==> src/rtl/deser_pkg.sv <==
// Shared types and sizing helpers for the serial-to-parallel deserializer.
package deser_pkg;

  localparam int DEFAULT_WIDTH = 8;

  typedef enum logic {
    BUF_EMPTY = 1'b0,
    BUF_FULL  = 1'b1
  } buf_state_t;

  // Bits needed to count 0..w-1; a 2-bit word still needs a 1-bit counter.
  function automatic int cnt_width(int w);
    return (w <= 2) ? 1 : $clog2(w);
  endfunction

endpackage

==> src/rtl/bit_counter.sv <==
// Mod-WIDTH bit position counter; wrap flags the cycle that completes a word.
module bit_counter
  import deser_pkg::*;
#(
  parameter int WIDTH = DEFAULT_WIDTH,
  parameter int CNT_W = cnt_width(WIDTH)
) (
  input  logic clk,
  input  logic reset,
  input  logic inc,
  input  logic clr,
  output logic wrap
);

  localparam logic [CNT_W-1:0] LAST = CNT_W'(WIDTH - 1);

  logic [CNT_W-1:0] cnt;

  // A realign on the last bit position restarts the word instead of completing it.
  assign wrap = inc && !clr && (cnt == LAST);

  // NOTE: state registers use non-blocking assignments so every flop samples
  // pre-edge values regardless of process ordering.
  always_ff @(posedge clk) begin
    if (reset) begin
      cnt <= '0;
    end else if (clr) begin
      cnt <= inc ? CNT_W'(1) : '0;
    end else if (inc) begin
      cnt <= wrap ? '0 : cnt + CNT_W'(1);
    end
  end

endmodule

==> src/rtl/serial_deserializer.sv <==
// Packs an MSB-first serial stream into WIDTH-bit words and hands them out
// through a single-entry valid/ready buffer with a sticky overflow flag.
module serial_deserializer
  import deser_pkg::*;
#(
  parameter int WIDTH = DEFAULT_WIDTH,
  parameter int CNT_W = cnt_width(WIDTH)
) (
  input  logic             clk,
  input  logic             reset,
  input  logic             bit_in,
  input  logic             bit_valid,
  input  logic             sync,
  output logic [WIDTH-1:0] word_out,
  output logic             word_valid,
  input  logic             word_ready,
  output logic             overflow,
  input  logic             clr_overflow
);

  // Only WIDTH-1 bits need storing: the final bit arrives live on bit_in.
  logic [WIDTH-2:0] shreg;
  logic [WIDTH-1:0] next_word;
  logic             wrap;

  buf_state_t state, state_nxt;
  logic       handshake;
  logic       load;
  logic       drop;

  assign next_word = {shreg, bit_in};

  bit_counter #(
    .WIDTH (WIDTH),
    .CNT_W (CNT_W)
  ) u_bit_counter (
    .clk   (clk),
    .reset (reset),
    .inc   (bit_valid),
    .clr   (sync),
    .wrap  (wrap)
  );

  // Stale bits left behind by sync are shifted out before the next completion.
  always_ff @(posedge clk) begin
    if (reset) begin
      shreg <= '0;
    end else if (bit_valid) begin
      shreg <= next_word[WIDTH-2:0];
    end
  end

  always_ff @(posedge clk) begin
    if (reset) begin
      state <= BUF_EMPTY;
    end else begin
      state <= state_nxt;
    end
  end

  // NOTE: every always_comb output gets a default first so no path can infer a latch.
  always_comb begin
    state_nxt = state;
    case (state)
      BUF_EMPTY: if (wrap) state_nxt = BUF_FULL;
      BUF_FULL:  if (word_ready && !wrap) state_nxt = BUF_EMPTY;
      default:   state_nxt = BUF_EMPTY;
    endcase
  end

  always_comb begin
    word_valid = (state == BUF_FULL);
    handshake  = word_valid && word_ready;
    load       = wrap && (!word_valid || handshake);
    drop       = wrap && word_valid && !word_ready;
  end

  always_ff @(posedge clk) begin
    if (reset) begin
      word_out <= '0;
      overflow <= 1'b0;
    end else begin
      if (load) word_out <= next_word;
      // A drop in the same cycle as a clear keeps the flag set.
      if (drop) overflow <= 1'b1;
      else if (clr_overflow) overflow <= 1'b0;
    end
  end

endmodule
==> config.mk <==
export PLATFORM = sky130hd
export DESIGN_NAME = serial_deserializer
export DESIGN_NICKNAME = d
export VERILOG_FILES = /design/src/rtl/deser_pkg.sv /design/src/rtl/bit_counter.sv /design/src/rtl/serial_deserializer.sv
export SDC_FILE = /design/constraint.sdc
export NUM_CORES = 1
export LEC_CHECK = 0
export CAP_MARGIN = 25
export CORE_MARGIN = 10
export CORE_UTILIZATION = 44
export CTS_CLUSTER_DIAMETER = 100
export DETAILED_ROUTE_END_ITERATION = 16
export PLACE_DENSITY = 0.72
export SKIP_LAST_GASP = 1
export SLEW_MARGIN = 25
export SYNTH_ARGS = -nofsm -noshare
export SYNTH_HDL_FRONTEND = slang
export SYNTH_HIERARCHICAL = 1
export SYNTH_SLANG_ARGS = --single-unit
==> constraint.sdc <==
create_clock -name clk -period 1.6 [get_ports clk]
set_clock_uncertainty 0.15 [all_clocks]
set_input_delay 0.32 -clock clk [delete_from_list [all_inputs] [get_ports clk]]
set_output_delay 0.32 -clock clk [all_outputs]
set_load 0.01 [all_outputs]
======== Word level (Yosys, flattened, before mapping) ========
Index checks and enable logic that the tools add are counted.
W data, S select, Z words.
storage, ports and cells
  bits in registers ....................... 20
  output and inout bits ................... 10
  logic and storage cells ................. 31
operators by class
  add/subtract/negate cells ............... 1
  equal/unequal tests ..................... 1
  muxes and demuxes ....................... 9
  bitwise logic cells ..................... 1
  reductions and logical operators ........ 14
operators by type and width
  operator               count
  $mux W3                3
  $logic_and A1 B1 Y1    7
  $mux W1                5
  $logic_not A1 Y1       4
  $reduce_bool A2 Y1     2
  $add A3 B1 Y3 const B  1
  $eq A3 B3 Y1 const B   1
  $pmux W1 S2            1
  $logic_or A1 B1 Y1     1
  $not A1 Y1             1

======== Depth between registers and ports, before layout ========
Gate-level depths: netlist (run 1).
  depth after elaboration ................. 7
  mapped depth ............................ 6
  depth with buffers taken out ............ 5

======== Cells and area by module ========
The synthesis (run 1) kept the hierarchy.
by module, submodules not included
  module               instances  cells an instance  area an instance (µm²)  sequential area each (µm²)
  serial_deserializer  1          66                 686.9                   340.3
  bit_counter          1          15                 171.4                   60.1

======== Worst setup path before layout (run 1) ========
Ideal clock, no wire load.
  path type ............................... flip-flop to flip-flop
  start point ............................. register u_bit_counter.cnt[0]
  end point ............................... register word_out[0]
  arrival ................................. 1.255 ns
  path slack .............................. 0.076 ns
  cell stages (with the launch flop) ...... 7
  period minus slack after synthesis ...... 1.524 ns
  cells stage by stage .................... dfxtp_1 ha_1 ha_1 and3b_2 nor2b_2 buf_6 mux2i_1
between the ends
  cells in the longest elaborated chain, start to end .. 3
ends and longest elaborated chain
  element                 line                       RTL
  from (decl)             bit_counter.sv:17          logic [CNT_W-1:0] cnt;
  from (signal assigned)  bit_counter.sv:28          cnt <= inc ? CNT_W'(1) : '0;
  from (signal assigned)  bit_counter.sv:30          cnt <= wrap ? '0 : cnt + CNT_W'(1);
  $eq A3 B3 Y1            bit_counter.sv:20          assign wrap = inc && !clr && (cnt == LAST);
  $logic_and A1 B1 Y1     bit_counter.sv:20
  named net wrap          serial_deserializer.sv:24  logic wrap;
  $logic_and A1 B1 Y1     serial_deserializer.sv:74  load = wrap && (!word_valid || handshake);
  to (signal assigned)    serial_deserializer.sv:83  if (load) word_out <= next_word;
  to (decl)               serial_deserializer.sv:14  output logic [WIDTH-1:0] word_out,
The timed path passes the listed nets, and every way through them passes these cells.
A chain may end at the register's enable or synchronous reset.

======== Worst setup path after layout (run 1) ========
  start point ............................. register u_bit_counter.cnt[0]
  end point ............................... register word_out[5]
Same word-level chain as after synthesis.

==> impl_metrics.csv, run 1 <==
group,metric,value,unit
floorplan,die-width,64.2,um
floorplan,num_rows,15,
drt,wirelength_met1,709,um
critical_path,start_kind,"register",
drt,drt_iter0_drc,7,
yosys,ys_types,20,
sta,slew-limit-headroom,87.4,%
final_layout,utilization,64.6,%
critical_path,cp.arrival,1.65,ns
drt,viasPerCell,4.70,
clocking,cts_max_path_buffers,2,
final_layout,fin_cells,129,
power,ir_drop,0.000830,V
place,portBuffers,16,
final_layout,num-fill-cells,146,
yosys,synth-seq-cells,20,
global_route,grt_pass1_wl,2.47,mm
global_route,overflow,0,
sta,fmax,644,MHz
sta,post-route-period-util,97.0,%
final_layout,final_common_cell,"dfxtp_1",
power,cellLeakagePower,0.480,nW
sta,finalCriticalPeriod,1.55,ns
final_layout,n_antenna_cell,0,
drt,dr.pass1.iters,3,
status,status,"completed",
clocking,cts_tree,"built",
critical_path,worstSetupPathType,"reg -> reg",
sta,layout_setup_ws,0.0483,ns
place,dp_cells,124,
critical_path,crit_required,1.70,ns
sta,finalHoldViolCount,0,
floorplan,coreArea,1780,um^2
yosys,syn_nets,90,
sta,setup_viol,0,
sta,worstMarginPinSlew,0.188,ns
clocking,cts-root-buf,"clkbuf_4",
final_layout,drive_gt1_share,19.2,%
drt,wl_met2,699,um
place,hpwlAfterDp,1.12,mm
yosys,netlist_area,858,um^2
clocking,clk_pin_slew,0.12,ns
sta,slew_violations,0,
drt,wl_met3,117,um
floorplan,start_util,48.1,%
critical_path,cp_max_fo,8,
clocking,cts_sinks,20,
drt,maxUsedRoutingLayer,"met4",
power,p_per_area,857,nW/um^2
global_route,grtUsageTotal,7.38,%
place,place_ws,-0.127,ns
flow_run,cap_violations,0,
floorplan,dieHeight,64.2,um
clocking,cts_buffers,3,
drt,wl_per_cell,12.0,um
sta,fin_setup_tns,0,ns
floorplan,io_pins,17,
critical_path,cp-end-kind,"register",
yosys,ys_seq_area_share,46.6,%
final_layout,fin_nets,114,
yosys,ys.warnings.count,6,
global_route,grt_max_degree,22,
clocking,clk_latency,0.31,ns
global_route,antenna_found_initial,0,
yosys,yosysTopAreaCell,"dfxtp_1",
min_path,hold_class,"reg -> reg",
drt,antenna_left,0,
global_route,grt_pass1_vias,552,
place,place.gp.congestion,0.738,
final_layout,final_cell_mix,"dfxtp_1 (18), nand2b_1 (17), mux2i_1 (16), nor2_1 (10), dlygate4sd2_1 (10)",
drt,route.detailed.drc,0,
yosys,synthTopCellsByArea,"dfxtp_1 (47%), mux2i_1 (19%), nand2b_1 (12%)",
floorplan,die_area,4120,um^2
yosys,syn_avg_cell_area,10.6,um^2
final_layout,syn_to_final_growth,34.3,%
clocking,h-tree-depth,1,
drt,routed_wirelength,1.55,mm
yosys,synth_top_area_share,46.6,%
drt,vias,606,
yosys,netlist_instances,81,
timing repair:
action,in CTS,in global routing
resized for setup,11,5
hold buffers,0,0
endpoints found under the setup margin,15,8
buffers inserted,0,1
cloned,0,0
layout make-up:
type	count	area [um^2]	area share (%)
Sequential cell	20	403	35.0
Timing Repair Buffer	23	213	18.5
Inverter	1	3.75	0.326
Multi-Input combinational cell	56	449	39.0
Clock buffer	3	22.5	1.95
Tap cell	25	31.3	2.71
Clock inverter	1	30.0	2.61
path summary, 6_finish.rpt:
| path | endpoint | start | slack [ns] | cells past startpoint |
|---|---|---|---|---|
| min reg2reg | word_out[7]$_SDFFE_PP0P_ | shreg[6]$_SDFFE_PP0P_ | 0.32 | 2 |
| max | word_out[5]$_SDFFE_PP0P_ | u_bit_counter/cnt[0]$_SDFFE_PP0P_ | 0.05 | 6 |
| min | word_out[7]$_SDFFE_PP0P_ | shreg[6]$_SDFFE_PP0P_ | 0.32 | 2 |
| max reg2reg | word_out[5]$_SDFFE_PP0P_ | u_bit_counter/cnt[0]$_SDFFE_PP0P_ | 0.05 | 6 |
synthesized netlist by cell type:
| cell | number |
|---|---|
| nor2_1 | 10 |
| nor4b_2 | 1 |
| clkbuf_1 | 1 |
| nand2b_1 | 17 |
| nor2b_4 | 1 |
| buf_2 | 2 |
| mux2i_1 | 16 |
| nor2b_2 | 1 |
| nor2b_1 | 1 |
| a21oi_1 | 1 |
| a211oi_2 | 1 |
| dfxtp_1 | 20 |
| nor3_1 | 1 |
| o21bai_1 | 1 |
| inv_1 | 1 |
| ha_1 | 2 |
| nand3b_1 | 1 |
| buf_6 | 1 |
| and3b_2 | 1 |
| a31o_1 | 1 |
stage by stage:
stage	area [um^2]	hold slack, ns	power (mW)
global route	1150	0.341	1.03
detailed placement	1080	0.315	0.582
finish	1150	0.324	0.988
CTS	1130	0.327	0.999
floorplan	858	0.235	0.549
global placement	1080	0.310	0.581
cell families after synthesis:
group	synth area share [%]
DFF	46.6
adders and majority gates	2.91
buffers and inverters	3.35
and+or+nand+nor	24.5
AOI/OAI and AO/OA	3.94
muxes	18.7
metal layers:
metal | vias to the layer above | global-route usage, %
li1 | 314 | -
met1 | 274 | 8.50
met2 | 13 | 11.1
met3 | 5 | 4.53
met4 | 0 | 2.41
met5 | - | 0
sequential cells by signal, indices dropped and copies added, names as in the netlist:
signal	cells
overflow	1
word_valid	1
word_out	8
u_bit_counter/cnt	3
shreg	7
power by group:
group | internal [mW] | switching (mW)
Sequential | 0.504 | 0.00387
Combinational | 0.0393 | 0.0270
Clock | 0.253 | 0.161
Total | 0.797 | 0.191
worst max-delay path: stages (launching register included):
cell and delay (ns):
dfxtp_2 0.35, ha_2 0.20, ha_4 0.14, and3b_2 0.19
nor2b_4 0.16, buf_12 0.14, mux2i_1 0.18
(Power assumes the default switching activity.)
==> inputs of run 2 (changes only) <==
--- a/config.mk
+++ b/config.mk
@@ -10,9 +10,9 @@
 export CORE_UTILIZATION = 44
 export CTS_CLUSTER_DIAMETER = 100
 export DETAILED_ROUTE_END_ITERATION = 16
-export PLACE_DENSITY = 0.72
+export PLACE_DENSITY = 0.7
 export SKIP_LAST_GASP = 1
-export SLEW_MARGIN = 25
+export SLEW_MARGIN = 20
 export SYNTH_ARGS = -nofsm -noshare
 export SYNTH_HDL_FRONTEND = slang
 export SYNTH_HIERARCHICAL = 1
==> run 2 against run 1 <==
Against the previous run:
- non-clock buffer count rose by 1
- sequential power barely moved
- sequential share of layout area barely moved
- register-to-register slack improved by 0.04 ns
- final area rose by 0.11%
- final cell count rose by 0.78%
- clock power fell by 29%
- highest routed layer unchanged
- via count rose by 1.5%
- setup slack improved by 0.043 ns
==> impl_metrics.csv, run 2 (synthesis results as in run 1) <==
group,metric,value,unit
clocking,cts_sinks,20,
critical_path,rrSetupSlack,0.09,ns
place,dp_cells,125,
clocking,clk_latency,0.30,ns
global_route,grtUsageTotal,7.81,%
final_layout,n_antenna_cell,0,
global_route,grt_pass1_wl,2.63,mm
critical_path,crit_path_top_delay_cell,"dfxtp_2",
critical_path,crit_buf_inv,1,
critical_path,rr_startpoint,"u_bit_counter/cnt[0]$_SDFFE_PP0P_",
clocking,hold_buffers,0,
power,power_frac_comb,7.7,%
final_layout,fin_cells,130,
final_layout,syn_to_final_growth,34.4,%
drt,antenna_left,0,
power,ir_drop,0.000406,V
global_route,overflow,0,
drt,viasPerCell,4.73,
floorplan,die-width,64.2,um
drt,route.detailed.drc,0,
flow_run,cap_violations,0,
status,status,"completed",
critical_path,crit_top_cell,"ha_4",
final_layout,final_cell_mix,"dfxtp_1 (18), nand2b_1 (17), mux2i_1 (16), nor2_1 (10), dlygate4sd2_1 (10)",
critical_path,r2r_end,"word_out[2]$_SDFFE_PP0P_",
global_route,grt_pass1_vias,609,
drt,wl_per_cell,12.1,um
critical_path,worstSetupPathType,"reg -> reg",
sta,post-route-period-util,94.3,%
sta,fmax,663,MHz
min_path,min_to,"word_out[5]$_SDFFE_PP0P_",
final_layout,design_area,1150,um^2
critical_path,cp_max_fo,8,
power,p_seq_share,58.5,%
min_path,hold_class,"reg -> reg",
floorplan,num_rows,15,
min_path,hp-start,"word_out[5]$_SDFFE_PP0P_",
sta,setup_viol,0,
min_path,worstHoldPathCells,2,
sta,rsz0062_at_grt,"false",
power,total_power,0.869,mW
critical_path,crit_family,"flip-flops",
critical_path,crit_required,1.65,ns
drt,routed_wirelength,1.57,mm
power,power.switching,0.186,mW
sta,finalCriticalPeriod,1.51,ns
final_layout,regMostFlops,"word_out",
sta,slew-limit-headroom,86.0,%
floorplan,dieHeight,64.2,um
critical_path,start_kind,"register",
power,power.internal,0.683,mW
place,portBuffers,16,
drt,dr.pass1.iters,2,
critical_path,cp-end-kind,"register",
floorplan,io_pins,17,
clocking,cts_tree,"built",
power,p_clk_share,33.8,%
sta,worstMarginPinSlew,0.209,ns
final_layout,num-fill-cells,159,
critical_path,max_stage_delay,0.35,ns
final_layout,largest_register_ffs,8,
global_route,antenna_found_initial,0,
final_layout,drive_gt1_share,20.0,%
final_layout,top_regs,"word_out (8), shreg (7), u_bit_counter/cnt (3)",
final_layout,final_common_cell,"dfxtp_1",
drt,vias,615,
clocking,cts_max_path_buffers,2,
clocking,cts_buffers,3,
drt,drt_iter0_drc,4,
sta,finalHoldViolCount,0,
critical_path,cp.arrival,1.56,ns
floorplan,start_util,48.1,%
global_route,grt_max_degree,24,
floorplan,die_area,4120,um^2
place,place.gp.congestion,0.655,
power,netSwitchingFraction,21.4,%
place,hpwlAfterDp,1.15,mm
place,dpl-instance-area,1090,um^2
critical_path,worst_r2r_path_depth,6,
power,cellLeakagePower,0.479,nW
final_layout,fin_nets,115,
power,p_per_area,753,nW/um^2
clocking,clk_pin_slew,0.12,ns
clocking,h-tree-depth,1,
sta,slew_violations,0,
critical_path,path_cells,"ha_4, ha_4, and3b_2, nor2b_4, buf_12, mux2i_1",
floorplan,coreArea,1780,um^2
clocking,cts-root-buf,"clkbuf_4",
==> run 2: cell count changes in the layout (fill, tap and decap cells not counted), sizes merged <==
| cell | change |
|---|---|
| clkbuf | +1 |
| buf | +1 |
| bufinv | -1 |
==> run 2: cell type report <==
cell class,instances,area (um^2),share of cell area (%)
Tap cell,25,31.3,2.71
Inverter,1,3.75,0.325
Timing Repair Buffer,24,220,19.1
Clock buffer,4,36.3,3.15
Multi-Input combinational cell,56,459,39.8
Sequential cell,20,403,34.9
==> run 2: tightest hold or removal path: stages, from the launching register on <==
cell      delay [ns]
dfxtp_1         0.33
nand2b_1        0.06
mux2i_1         0.05
==> run 2: how the worst max path moves through the flow <==
| stage | startpoint | endpoint | slack, ns | cells after the start |
|---|---|---|---|---|
| global route | u_bit_counter/cnt[0]$_SDFFE_PP0P_ | word_out[1]$_SDFFE_PP0P_ | 0.01 | 6 |
| finish | u_bit_counter/cnt[0]$_SDFFE_PP0P_ | word_out[2]$_SDFFE_PP0P_ | 0.09 | 6 |
| detailed placement | bit_valid | word_out[0]$_SDFFE_PP0P_ | -0.12 | 5 |
| floorplan | u_bit_counter/cnt[0]$_SDFFE_PP0P_ | word_out[0]$_SDFFE_PP0P_ | 0.08 | 6 |
| global placement | bit_valid | word_out[0]$_SDFFE_PP0P_ | -0.1 | 5 |
| CTS | u_bit_counter/cnt[1]$_SDFFE_PP0P_ | word_out[0]$_SDFFE_PP0P_ | 0.02 | 6 |
==> run 2: power groups by stage <==
stage	registers, mW	logic [mW]	clock network, mW
2_1_floorplan	0.518	0.0312	0
3_3_place_gp	0.518	0.0647	0
3_5_place_dp	0.518	0.0652	0
4_1_cts	0.507	0.0655	0.303
5_1_grt	0.510	0.0728	0.328
6_report	0.509	0.0668	0.293
==> run 2: what timing repair did <==
item | in CTS | in global routing
pin swaps | 0 | 1
buffers inserted | 0 | 1
hold endpoints to repair | 0 | 0
resized for setup | 11 | 6
endpoints found under the setup margin | 16 | 8
==> run 2: routing by layer <==
metal	routed length, um	GRT usage [%]
met5	0	0
met4	17	4.81
met3	51	2.61
met2	817	13.3
met1	682	8.13
==> run 2: through the flow <==
stage	TNS (ns)	hold slack, ns	utilization, %	setup WS (ns)
after floorplan	0	0.235	-	0.0757
after global placement	-0.728	0.307	61.1	-0.0998
after detailed placement	-0.847	0.317	61.1	-0.121
after CTS	0	0.331	62.7	0.0185
after global routing	0	0.349	64.7	0.0144
final	0	0.324	64.7	0.0910
==> inputs of run 3 (changes only) <==
--- a/config.mk
+++ b/config.mk
@@ -5,6 +5,7 @@
 export SDC_FILE = /design/constraint.sdc
 export NUM_CORES = 1
 export LEC_CHECK = 0
+export ABC_AREA = 1
 export CAP_MARGIN = 25
 export CORE_MARGIN = 10
 export CORE_UTILIZATION = 44
==> run 3 against run 2 <==
Against the previous run:
- register-to-register slack improved by 0.04 ns
- area after synthesis increased by 0.58%
- synthesized cell count increased by 37%
- non-clock buffer count decreased by 3
- sequential cell count unchanged
- via count increased by 19%
- die area increased by 0.41%
- hold slack got worse by 0.011 ns
- first-iteration DRC count increased to 4.3 times the previous value
- largest power group unchanged
==> impl_metrics.csv, run 3 <==
group,metric,value,unit
floorplan,io_pins,17,
final_layout,final_cell_mix,"dfxtp_1 (19), nand2_1 (18), a21oi_1 (17), inv_1 (15), nor2_1 (11)",
place,hpwlAfterDp,1.35,mm
global_route,grt_pass1_vias,707,
place,portBuffers,16,
global_route,antenna_found_initial,0,
yosys,synthFlopType,"dfxtp_1",
clocking,cts_tree,"built",
final_layout,seq_area,402,um^2
floorplan,dieHeight,64.3,um
yosys,synth_common_cells,"dfxtp_1 (20), a21oi_1 (18), nand2_1 (18)",
sta,setup_viol,0,
yosys,synthTopCellsByArea,"dfxtp_1 (46%), a21oi_1 (10%), nand2_1 (7.8%)",
place,place.gp.congestion,0.853,
flow_run,cap_violations,0,
final_layout,syn_to_final_growth,24.5,%
sta,fin_setup_tns,0,ns
power,ir_drop,0.000564,V
drt,antenna_left,0,
min_path,hold_class,"reg -> reg",
final_layout,design_area,1070,um^2
clocking,h-tree-depth,1,
final_layout,num-fill-cells,199,
yosys,ys_seq_area_share,46.4,%
global_route,overflow,0,
clocking,clk_latency,0.30,ns
status,status,"completed",
yosys,syn_avg_cell_area,7.78,um^2
final_layout,drive_gt1_share,13.0,%
critical_path,cp_max_fo,18,
yosys,synthArstFlopShare,0,%
clocking,cts-root-buf,"clkbuf_4",
yosys,netlist_area,863,um^2
global_route,grt_max_degree,19,
drt,routed_wirelength,1.75,mm
power,total_power,0.885,mW
sta,slew-limit-headroom,86.5,%
sta,worstMarginPinSlew,0.203,ns
floorplan,num_rows,15,
critical_path,cp.arrival,1.53,ns
yosys,ys_types,17,
sta,fmax,679,MHz
sta,slew_violations,0,
floorplan,die-width,64.3,um
global_route,grtUsageTotal,8.93,%
clocking,cts_buffers,3,
final_layout,regMostFlops,"word_out",
sta,rsz0062_at_grt,"false",
yosys,netlist_instances,111,
sta,finalHoldViolCount,0,
final_layout,n_antenna_cell,0,
final_layout,multi_input_area,344,um^2
place,dpl-instance-area,1050,um^2
floorplan,die_area,4130,um^2
drt,dr.pass1.iters,4,
drt,drt_iter0_drc,17,
power,cellLeakagePower,0.513,nW
floorplan,start_util,47.9,%
drt,route.detailed.drc,0,
yosys,ys.warnings.count,6,
final_layout,largest_register_ffs,8,
drt,wl_per_cell,11.2,um
yosys,syn_nets,120,
critical_path,start_kind,"register",
critical_path,crit_required,1.66,ns
critical_path,worstSetupPathType,"reg -> reg",
sta,post-route-period-util,92.0,%
clocking,clk_pin_slew,0.11,ns
clocking,cts_max_path_buffers,2,
yosys,synth_edf_count,0,
critical_path,cp-end-kind,"register",
global_route,grt_pass1_wl,3.04,mm
floorplan,coreArea,1800,um^2
clocking,hold_buffers,0,
critical_path,worst_r2r_path_depth,7,
sta,finalCriticalPeriod,1.47,ns
drt,viasPerCell,4.69,
final_layout,fin_nets,141,
yosys,synth-seq-cells,20,
clocking,post_cts_buffers,0,
clocking,cts_sinks,20,
min_path,worstHoldPathCells,2,
drt,vias,731,
yosys,post-synth-top-count-cell,"dfxtp_1",
final_layout,top_regs,"word_out (8), shreg (7), u_bit_counter/cnt (3)",
yosys,synth_top_area_share,46.4,%
power,p_per_area,824,nW/um^2
final_layout,final_common_cell,"dfxtp_1",
yosys,yosysTopAreaCell,"dfxtp_1",
==> run 3: worst paths after layout <==
kind / from / endpoint / slack, ns
worst min register to register: overflow$_SDFFE_PP0P_ / overflow$_SDFFE_PP0P_ / 0.31
worst max register to register: u_bit_counter/cnt[0]$_SDFFE_PP0P_ / word_out[7]$_SDFFE_PP0P_ / 0.13
worst min-delay path: overflow$_SDFFE_PP0P_ / overflow$_SDFFE_PP0P_ / 0.31
worst max-delay path: u_bit_counter/cnt[0]$_SDFFE_PP0P_ / word_out[7]$_SDFFE_PP0P_ / 0.13
==> run 3: area by class of cell <==
class                      instances  share of cell area, %
multi-input combinational         69                   32.0
inverter                          17                   5.94
clock buffer                       4                   3.38
timing repair buffer              21                   18.4
sequential                        20                   37.4
tap                               25                   2.91
==> run 3: repair_timing <==
| action | CTS | global route |
|---|---|---|
| endpoints found under the setup margin | 10 | 1 |
| pin swaps | 0 | 0 |
| resized for setup | 11 | 1 |
==> run 3: critical path: stages, from the launching register on <==
cell and delay [ns]:
dfxtp_1 0.34, ha_1 0.20, ha_1 0.20, nand2_1 0.08, inv_1 0.06, buf_12 0.15, a21oi_1 0.14, nor2_1 0.06
==> run 3: through the flow <==
stage / utilization [%] / instances / worst slack [ns] / hold slack [ns]
after global routing: 59.7 / 156 / 0.00301 / 0.340
after global placement: 58.1 / 152 / -0.0927 / 0.300
final: 59.7 / 156 / 0.128 / 0.313
after floorplan: - / 111 / 0.125 / 0.232
after CTS: 59.4 / 156 / 0.117 / 0.319
after detailed placement: 58.1 / 152 / -0.111 / 0.306
==> run 3: routing by layer <==
layer | vias to the layer above | share of wire (%) | GRT usage, %
met1 | 317 | 46 | 9.76
met5 | - | 0 | 0
li1 | 393 | - | -
met3 | 5 | 6.6 | 3.31
met2 | 16 | 45 | 14.5
met4 | 0 | 2.2 | 5.08
==> run 3: where the power goes <==
part | internal, mW | switching (mW) | leakage (nW)
sequential | 0.512 | 0.00656 | 0.163
clock | 0.139 | 0.153 | 0.0210
combinational | 0.0343 | 0.0411 | 0.328
==> run 3: kinds of logic (layout without fill, tap and decap cells) <==
family          count (synthesis)  count (layout)  synth area share (%)
fa+ha+maj                       2               2                  2.90
buf+inv                        22              42                  14.2
simple gates                   41              41                  21.0
flops                          20              20                  46.4
compound gates                 26              26                  15.5
